**src/rtl/moore_ser_pkg.sv**
```systemverilog
`default_nettype none
// +----------------------------------------------------------------------------+
// | Module   : moore_ser_pkg                                                   |
// | Purpose  : Shared types and constants for the Moore pattern serializer:    |
// |            FSM state encoding, default geometry, bit-index width helper.   |
// | Ports    : none (package)                                                  |
// | Options  : SER_PARITY_EN (consumed by moore_pattern_serializer)            |
// | Revision : 1.0  initial release                                            |
// +----------------------------------------------------------------------------+
package moore_ser_pkg;

    typedef enum logic [1:0] {
        S_IDLE  = 2'd0,
        S_SHIFT = 2'd1,
        S_DONE  = 2'd2
    } ser_state_t;

    localparam int DEF_WIDTH = 8;
    localparam int DEF_DIV_W = 4;

    // Wide enough to hold WIDTH itself, which the parity build uses as the
    // starting bit index (WIDTH data bits plus one parity slot at index 0).
    function automatic int idx_width(input int width);
        return $clog2(width + 1);
    endfunction

    localparam int BIT_IDX_W = $clog2(DEF_WIDTH + 1);

endpackage : moore_ser_pkg
`default_nettype wire

```
**src/rtl/moore_bit_timer.sv**
```systemverilog
`default_nettype none
// +----------------------------------------------------------------------------+
// | Module   : moore_bit_timer                                                 |
// | Purpose  : DIV_W-bit down-counter pacing one serial bit. Loads a period,   |
// |            counts down to zero and holds there; tc_o flags count == 0.     |
// | Ports    : clk, rst_n (sync, active-low)                                   |
// |            load_i      - load load_val_i this clock (has priority)         |
// |            load_val_i  - period value, clocks per bit minus 1              |
// |            tc_o        - terminal count, timer is zero                     |
// | Revision : 1.0  initial release                                            |
// +----------------------------------------------------------------------------+
module moore_bit_timer #(
    parameter int DIV_W = 4
) (
    input  logic             clk,
    input  logic             rst_n,
    input  logic             load_i,
    input  logic [DIV_W-1:0] load_val_i,
    output logic             tc_o
);

    logic [DIV_W-1:0] cnt_q;
    logic [DIV_W-1:0] cnt_d;

    // Saturates at zero so the maximum period never wraps around.
    always_comb begin
        cnt_d = cnt_q;
        if (load_i) begin
            cnt_d = load_val_i;
        end else if (cnt_q != '0) begin
            cnt_d = cnt_q - 1'b1;
        end
    end

    always_ff @(posedge clk) begin
        if (!rst_n) begin
            cnt_q <= '0;
        end else begin
            cnt_q <= cnt_d;
        end
    end

    assign tc_o = (cnt_q == '0);

endmodule : moore_bit_timer
`default_nettype wire

```
**src/rtl/moore_pattern_serializer.sv**
```systemverilog
`default_nettype none
// +----------------------------------------------------------------------------+
// | Module   : moore_pattern_serializer                                        |
// | Purpose  : Accepts a WIDTH-bit pattern over valid/ready and shifts it out  |
// |            MSB-first, each bit held bit_period+1 clocks. Optional gapless  |
// |            repeat. Drives the serial Moore sequence detector input.        |
// | Ports    : clk, rst_n (sync, active-low)                                   |
// |            load_valid/load_ready/load_data - pattern word handshake        |
// |            bit_period - clocks per bit minus 1, captured at handshake      |
// |            repeat_en  - restart frame after last bit when high             |
// |            ser_out    - serial data          bit_strobe - new bit pulse    |
// |            busy       - frame in progress    done       - end pulse        |
// | Options  : SER_PARITY_EN - append one even-parity bit after the LSB        |
// | Revision : 1.0  initial release                                            |
// +----------------------------------------------------------------------------+
module moore_pattern_serializer
    import moore_ser_pkg::*;
#(
    parameter int WIDTH = DEF_WIDTH,
    parameter int DIV_W = DEF_DIV_W
) (
    input  logic             clk,
    input  logic             rst_n,
    input  logic             load_valid,
    output logic             load_ready,
    input  logic [WIDTH-1:0] load_data,
    input  logic [DIV_W-1:0] bit_period,
    input  logic             repeat_en,
    output logic             ser_out,
    output logic             bit_strobe,
    output logic             busy,
    output logic             done
);

    localparam int IDX_W = idx_width(WIDTH);

    // Index counts down to 0 on the last slot of a frame. With parity the
    // frame has one more slot, so it starts one higher.
`ifdef SER_PARITY_EN
    localparam logic [IDX_W-1:0] IDX_START = IDX_W'(WIDTH);
`else
    localparam logic [IDX_W-1:0] IDX_START = IDX_W'(WIDTH - 1);
`endif

    ser_state_t       state_q,  state_d;
    logic [WIDTH-1:0] shreg_q,  shreg_d;
    logic [WIDTH-1:0] word_q,   word_d;
    logic [DIV_W-1:0] period_q, period_d;
    logic [IDX_W-1:0] idx_q,    idx_d;
    logic             strobe_q, strobe_d;

    logic             tmr_load;
    logic [DIV_W-1:0] tmr_val;
    logic             tmr_tc;

    moore_bit_timer #(
        .DIV_W (DIV_W)
    ) u_bit_timer (
        .clk        (clk),
        .rst_n      (rst_n),
        .load_i     (tmr_load),
        .load_val_i (tmr_val),
        .tc_o       (tmr_tc)
    );

    always_comb begin
        state_d  = state_q;
        shreg_d  = shreg_q;
        word_d   = word_q;
        period_d = period_q;
        idx_d    = idx_q;
        strobe_d = 1'b0;
        tmr_load = 1'b0;
        tmr_val  = period_q;

        case (state_q)
            S_IDLE: begin
                if (load_valid) begin
                    shreg_d  = load_data;
                    word_d   = load_data;
                    period_d = bit_period;
                    idx_d    = IDX_START;
                    tmr_load = 1'b1;
                    tmr_val  = bit_period;
                    strobe_d = 1'b1;
                    state_d  = S_SHIFT;
                end
            end
            S_SHIFT: begin
                if (tmr_tc) begin
                    if (idx_q != '0) begin
                        shreg_d  = {shreg_q[WIDTH-2:0], 1'b0};
                        idx_d    = idx_q - 1'b1;
                        tmr_load = 1'b1;
                        strobe_d = 1'b1;
                    end else if (repeat_en) begin
                        // Gapless restart: next MSB follows the last slot directly.
                        shreg_d  = word_q;
                        idx_d    = IDX_START;
                        tmr_load = 1'b1;
                        strobe_d = 1'b1;
                    end else begin
                        state_d  = S_DONE;
                    end
                end
            end
            S_DONE: begin
                state_d = S_IDLE;
            end
            default: begin
                state_d = S_IDLE;
            end
        endcase
    end

    always_ff @(posedge clk) begin
        if (!rst_n) begin
            state_q  <= S_IDLE;
            shreg_q  <= '0;
            word_q   <= '0;
            period_q <= '0;
            idx_q    <= '0;
            strobe_q <= 1'b0;
        end else begin
            state_q  <= state_d;
            shreg_q  <= shreg_d;
            word_q   <= word_d;
            period_q <= period_d;
            idx_q    <= idx_d;
            strobe_q <= strobe_d;
        end
    end

    // Moore outputs: decoded from registered state only.
    assign load_ready = (state_q == S_IDLE);
    assign busy       = (state_q == S_SHIFT);
    assign done       = (state_q == S_DONE);
    assign bit_strobe = strobe_q;

`ifdef SER_PARITY_EN
    // Index 0 is the parity slot; data bits occupy indices WIDTH..1.
    assign ser_out = busy & ((idx_q == '0) ? (^word_q) : shreg_q[WIDTH-1]);
`else
    assign ser_out = busy & shreg_q[WIDTH-1];
`endif

endmodule : moore_pattern_serializer
`default_nettype wire

```
**config.mk**
```make
export PLATFORM = sky130hd
export DESIGN_NAME = moore_pattern_serializer
export DESIGN_NICKNAME = d
export VERILOG_FILES = /design/src/rtl/moore_ser_pkg.sv /design/src/rtl/moore_bit_timer.sv /design/src/rtl/moore_pattern_serializer.sv
export SDC_FILE = /design/constraint.sdc
export NUM_CORES = 1
export LEC_CHECK = 0
export CAP_MARGIN = 20
export CORE_MARGIN = 1.5
export CORE_UTILIZATION = 60
export CTS_BUF_LIST = sky130_fd_sc_hd__clkbuf_8
export CTS_CLUSTER_DIAMETER = 80
export CTS_CLUSTER_SIZE = 12
export DETAILED_ROUTE_END_ITERATION = 16
export PLACE_DENSITY = 0.95
export SLEW_MARGIN = 40
export SYNTH_ARGS = -nofsm -noshare
export SYNTH_HDL_FRONTEND = slang
export SYNTH_SLANG_ARGS = --single-unit
export TNS_END_PERCENT = 50
```
**constraint.sdc**
```tcl
create_clock -name clk -period 5.7 [get_ports clk]
set_clock_uncertainty 0.2 [all_clocks]
set_input_delay 1.71 -clock clk [delete_from_list [all_inputs] [get_ports clk]]
set_output_delay 1.71 -clock clk [all_outputs]
set_load 0.01 [all_outputs]
```
==> reports/summary.txt <==
Clock Sinks - 31
Max-Cap Viols - 0
Max VDD drop - 0.282 mV
Reg2Reg Setup Slack - 2.84 ns
CP Launch Type - register
Worst r2r src - state_q[1]$_SDFFE_PN0P_
HP Class - register to register
Grt met2 use - 50.6%
Sequential area share after synthesis - 42.8%
Final Cycle Share - 77.6%
Diode count - 0
Netlist Area Pre-Place - 1450 um^2
Setup Viol. Count Final - 0
CTS Buffer Depth - 2
# DRC - 0
Iteration-0 DRC Markers - 55
Clk pwr share - 23.6%
Comb power frac - 38.2%
CTS tree - yes
Share of cells above drive strength 1 - 8.33%
Root Driver - clkbuf_8
Min Tclk post-route - 4.42 ns
Hpwl dp - 2290 um
Die width - 52.1 um
CP cell instances - nand2b_1 > inv_1 > and2_1 > clkdlybuf4s50_1
Vias per inst - 6.19
Top_reg_cell synth - dfxtp_1
Async set-reset flop share out of synthesis - 0%
Slew Viols, Final - 0
Cell count after synthesis - 176
Antenna violations before repair - 0
Reg clk slew, reported paths - 0.07 ns
WL per Instance - 16.2 um
CP Data Arrival Time - 2.51 ns
Critical path's largest stage delay - 0.62 ns
Slowest cell on crit path - nand2b_1
Met3 Track Usage GR - 10.3%
Pre-CTS setup slack - 1.65 ns
Worst slew pin tran - 0.739 ns
Slew Limit Headroom - 50.7%
Synth Warn # - 0
Post-CTS sizing - 0
Initial Util - 64.3%
Clk_lat worst skew - 0.29 ns
Worst setup EP type - primary output
Reg-to-Reg End - u_bit_timer.cnt_q[2]$_SDFFE_PN0P_
Leakage Power - 0.640 nW
Layout area overhead - 19.5%
Via count - 1362
Post-CTS Setup Inserts - 0
Commonest cells after routing, fill and taps aside - dfxtp_1 (31), nand2_1 (27), clkdlybuf4s50_1 (20)
Port Buffer Count - 20
CP required - 3.79 ns
Vias in the first global route - 1215
Num CTS Buffers - 5
Worst setup path startpoint - state_q[1]$_SDFFE_PN0P_
Number of buffers and inverters on the critical path - 2
Pwr Density - 461 nW/um^2
Nets@finish - 209
Crit path kind - register to primary output
First-pass iteration count of the detailed router - 4
Remaining antenna violation count - 0
DRT Wirelength - 3560 um
Worst reg2reg path depth - 4
Synth Area per Inst - 8.23 um^2
Outcome - complete, no violations
Largest net degree at the start of global routing - 26
Die Area - 2720 um^2
Filler cells - 178
Area of the multi-input gates - 749 um^2
Final Hold Vio Count - 0
Net Sw Frac - 37.7%
Cell depth of the worst setup path - 4
All-Layer GR Usage - 29.6%
FMAX - 226 MHz
Post-synth net total - 194
First-pass GRT wire length - 5620 um
CTS H-tree lvls - 2
GRT overflow - 0
Most Used Layer, Global Route - met2
Switching Power - 0.000301 W
Top delay family on crit path - simple AND/OR/NAND/NOR gates
Row count - 17
Chip Height - 52.1 um
Crit path capture - ser_out
Flops & latches, synth - 31
Cell-internal power - 0.000497 W
Library cells used by synthesis - 34
PnR worst setup slack - 1.28 ns
Placer Congestion - 0.797
Hold-fix buffers at CTS - 0
CP max FO - 19
EDFF count, synth - 0
Reg area - 621 um^2
Commonest non-fill, non-tap cell in the layout - dfxtp_1
I/O pin count - 21
RSZ-0062 raised after global routing - no
Sequential share of power - 38.3%
M1 GR Usage - 34.0%
TNS Setup - 0 ns
Placeable Area - 2250 um^2
-- routing by layer --
layer / vias up / wire [um]
met5: - / 0
met4: 0 / 64
met3: 8 / 278
met2: 56 / 1810
met1: 644 / 1400
li1: 654 / -
-- worst min-delay path by stage --
| stage | from | cells after the start | endpoint |
|---|---|---|---|
| 2_1_floorplan | shreg_q[7]$_SDFFE_PN0P_ | 2 | shreg_q[7]$_SDFFE_PN0P_ |
| 3_3_place_gp | shreg_q[0]$_SDFFE_PN0P_ | 2 | shreg_q[0]$_SDFFE_PN0P_ |
| 3_5_place_dp | word_q[7]$_SDFFE_PN0P_ | 2 | word_q[7]$_SDFFE_PN0P_ |
| 4_1_cts | word_q[3]$_SDFFE_PN0P_ | 2 | word_q[3]$_SDFFE_PN0P_ |
| 5_1_grt | word_q[1]$_SDFFE_PN0P_ | 2 | word_q[1]$_SDFFE_PN0P_ |
| 6_report | word_q[7]$_SDFFE_PN0P_ | 2 | word_q[7]$_SDFFE_PN0P_ |
-- registers in the layout, summed over array words and instances (netlist names) --
signal,flops
bit_strobe,1
u_bit_timer.cnt_q,4
shreg_q,8
period_q,4
state_q,2
word_q,8
idx_q,4
-- power groups by stage --
stage	Clock (W)	Combinational (W)	Sequential, W
after global routing	0.000198	0.000335	0.000309
final	0.000188	0.000305	0.000305
after global placement	0	0.000276	0.000303
after detailed placement	0	0.000297	0.000307
after floorplan	0	0.000237	0.000295
after CTS	0.000191	0.000301	0.000304
-- final cells by class --
type / instances / share of cell area (%)
Clock buffer: 7 / 5.56
Clock inverter: 1 / 0.217
Inverter: 7 / 1.52
Multi-Input combinational cell: 126 / 43.3
Sequential cell: 31 / 35.8
Tap cell: 28 / 2.02
Timing Repair Buffer: 20 / 11.6
-- kinds of logic (layout without fill, tap and decap cells) --
group	Yosys count	after routing	share of synthesized area, %
flip-flops	31	31	42.8
adder cells (fa/ha/maj)	2	2	1.73
XOR/XNOR	1	1	0.605
AO/OA/AOI/OAI	42	42	18.8
buffers and inverters	19	35	6.22
AND/OR/NAND/NOR	77	77	26.9
multiplexers	4	4	2.94
-- per-stage QoR --
step / util (%) / power, W / hold slack [ns] / instances / cell area [um^2]
6_report: 76.8 / 0.000798 / 0.258 / 220 / 1730
5_1_grt: 76.8 / 0.000843 / 0.274 / 220 / 1730
4_1_cts: 76.8 / 0.000796 / 0.261 / 220 / 1730
3_5_place_dp: 72.4 / 0.000604 / 0.251 / 212 / 1630
3_3_place_gp: 71.9 / 0.000578 / 0.241 / 212 / 1620
2_1_floorplan: - / 0.000531 / 0.232 / 176 / 1450
-- cell usage after synthesis (all sizes together) (2+ instances only) --
cell | count | area (um^2)
mux2i | 2 | 20.0
dfxtp | 31 | 621
nand3 | 11 | 55.1
inv | 7 | 26.3
o41ai | 7 | 61.3
or3b | 2 | 17.5
nand2 | 27 | 101
nand2b | 2 | 12.5
nor3b | 4 | 40.0
nor3 | 16 | 80.1
a21oi | 16 | 80.1
o21ai | 11 | 55.1
ha | 2 | 25.0
nor4 | 2 | 12.5
buf | 3 | 30.0
a31oi | 3 | 33.8
clkbuf | 9 | 33.8
mux2 | 2 | 22.5
nor2 | 8 | 30.0
-- worst min-delay path: cells and delay by family (launching register included) --
kind / cells / cell delay (ns)
AO/OA/AOI/OAI: 1 / 0.05
flip-flops: 1 / 0.31
AND/OR/NAND/NOR: 1 / 0.05
Power figures use the tool's default switching activity.
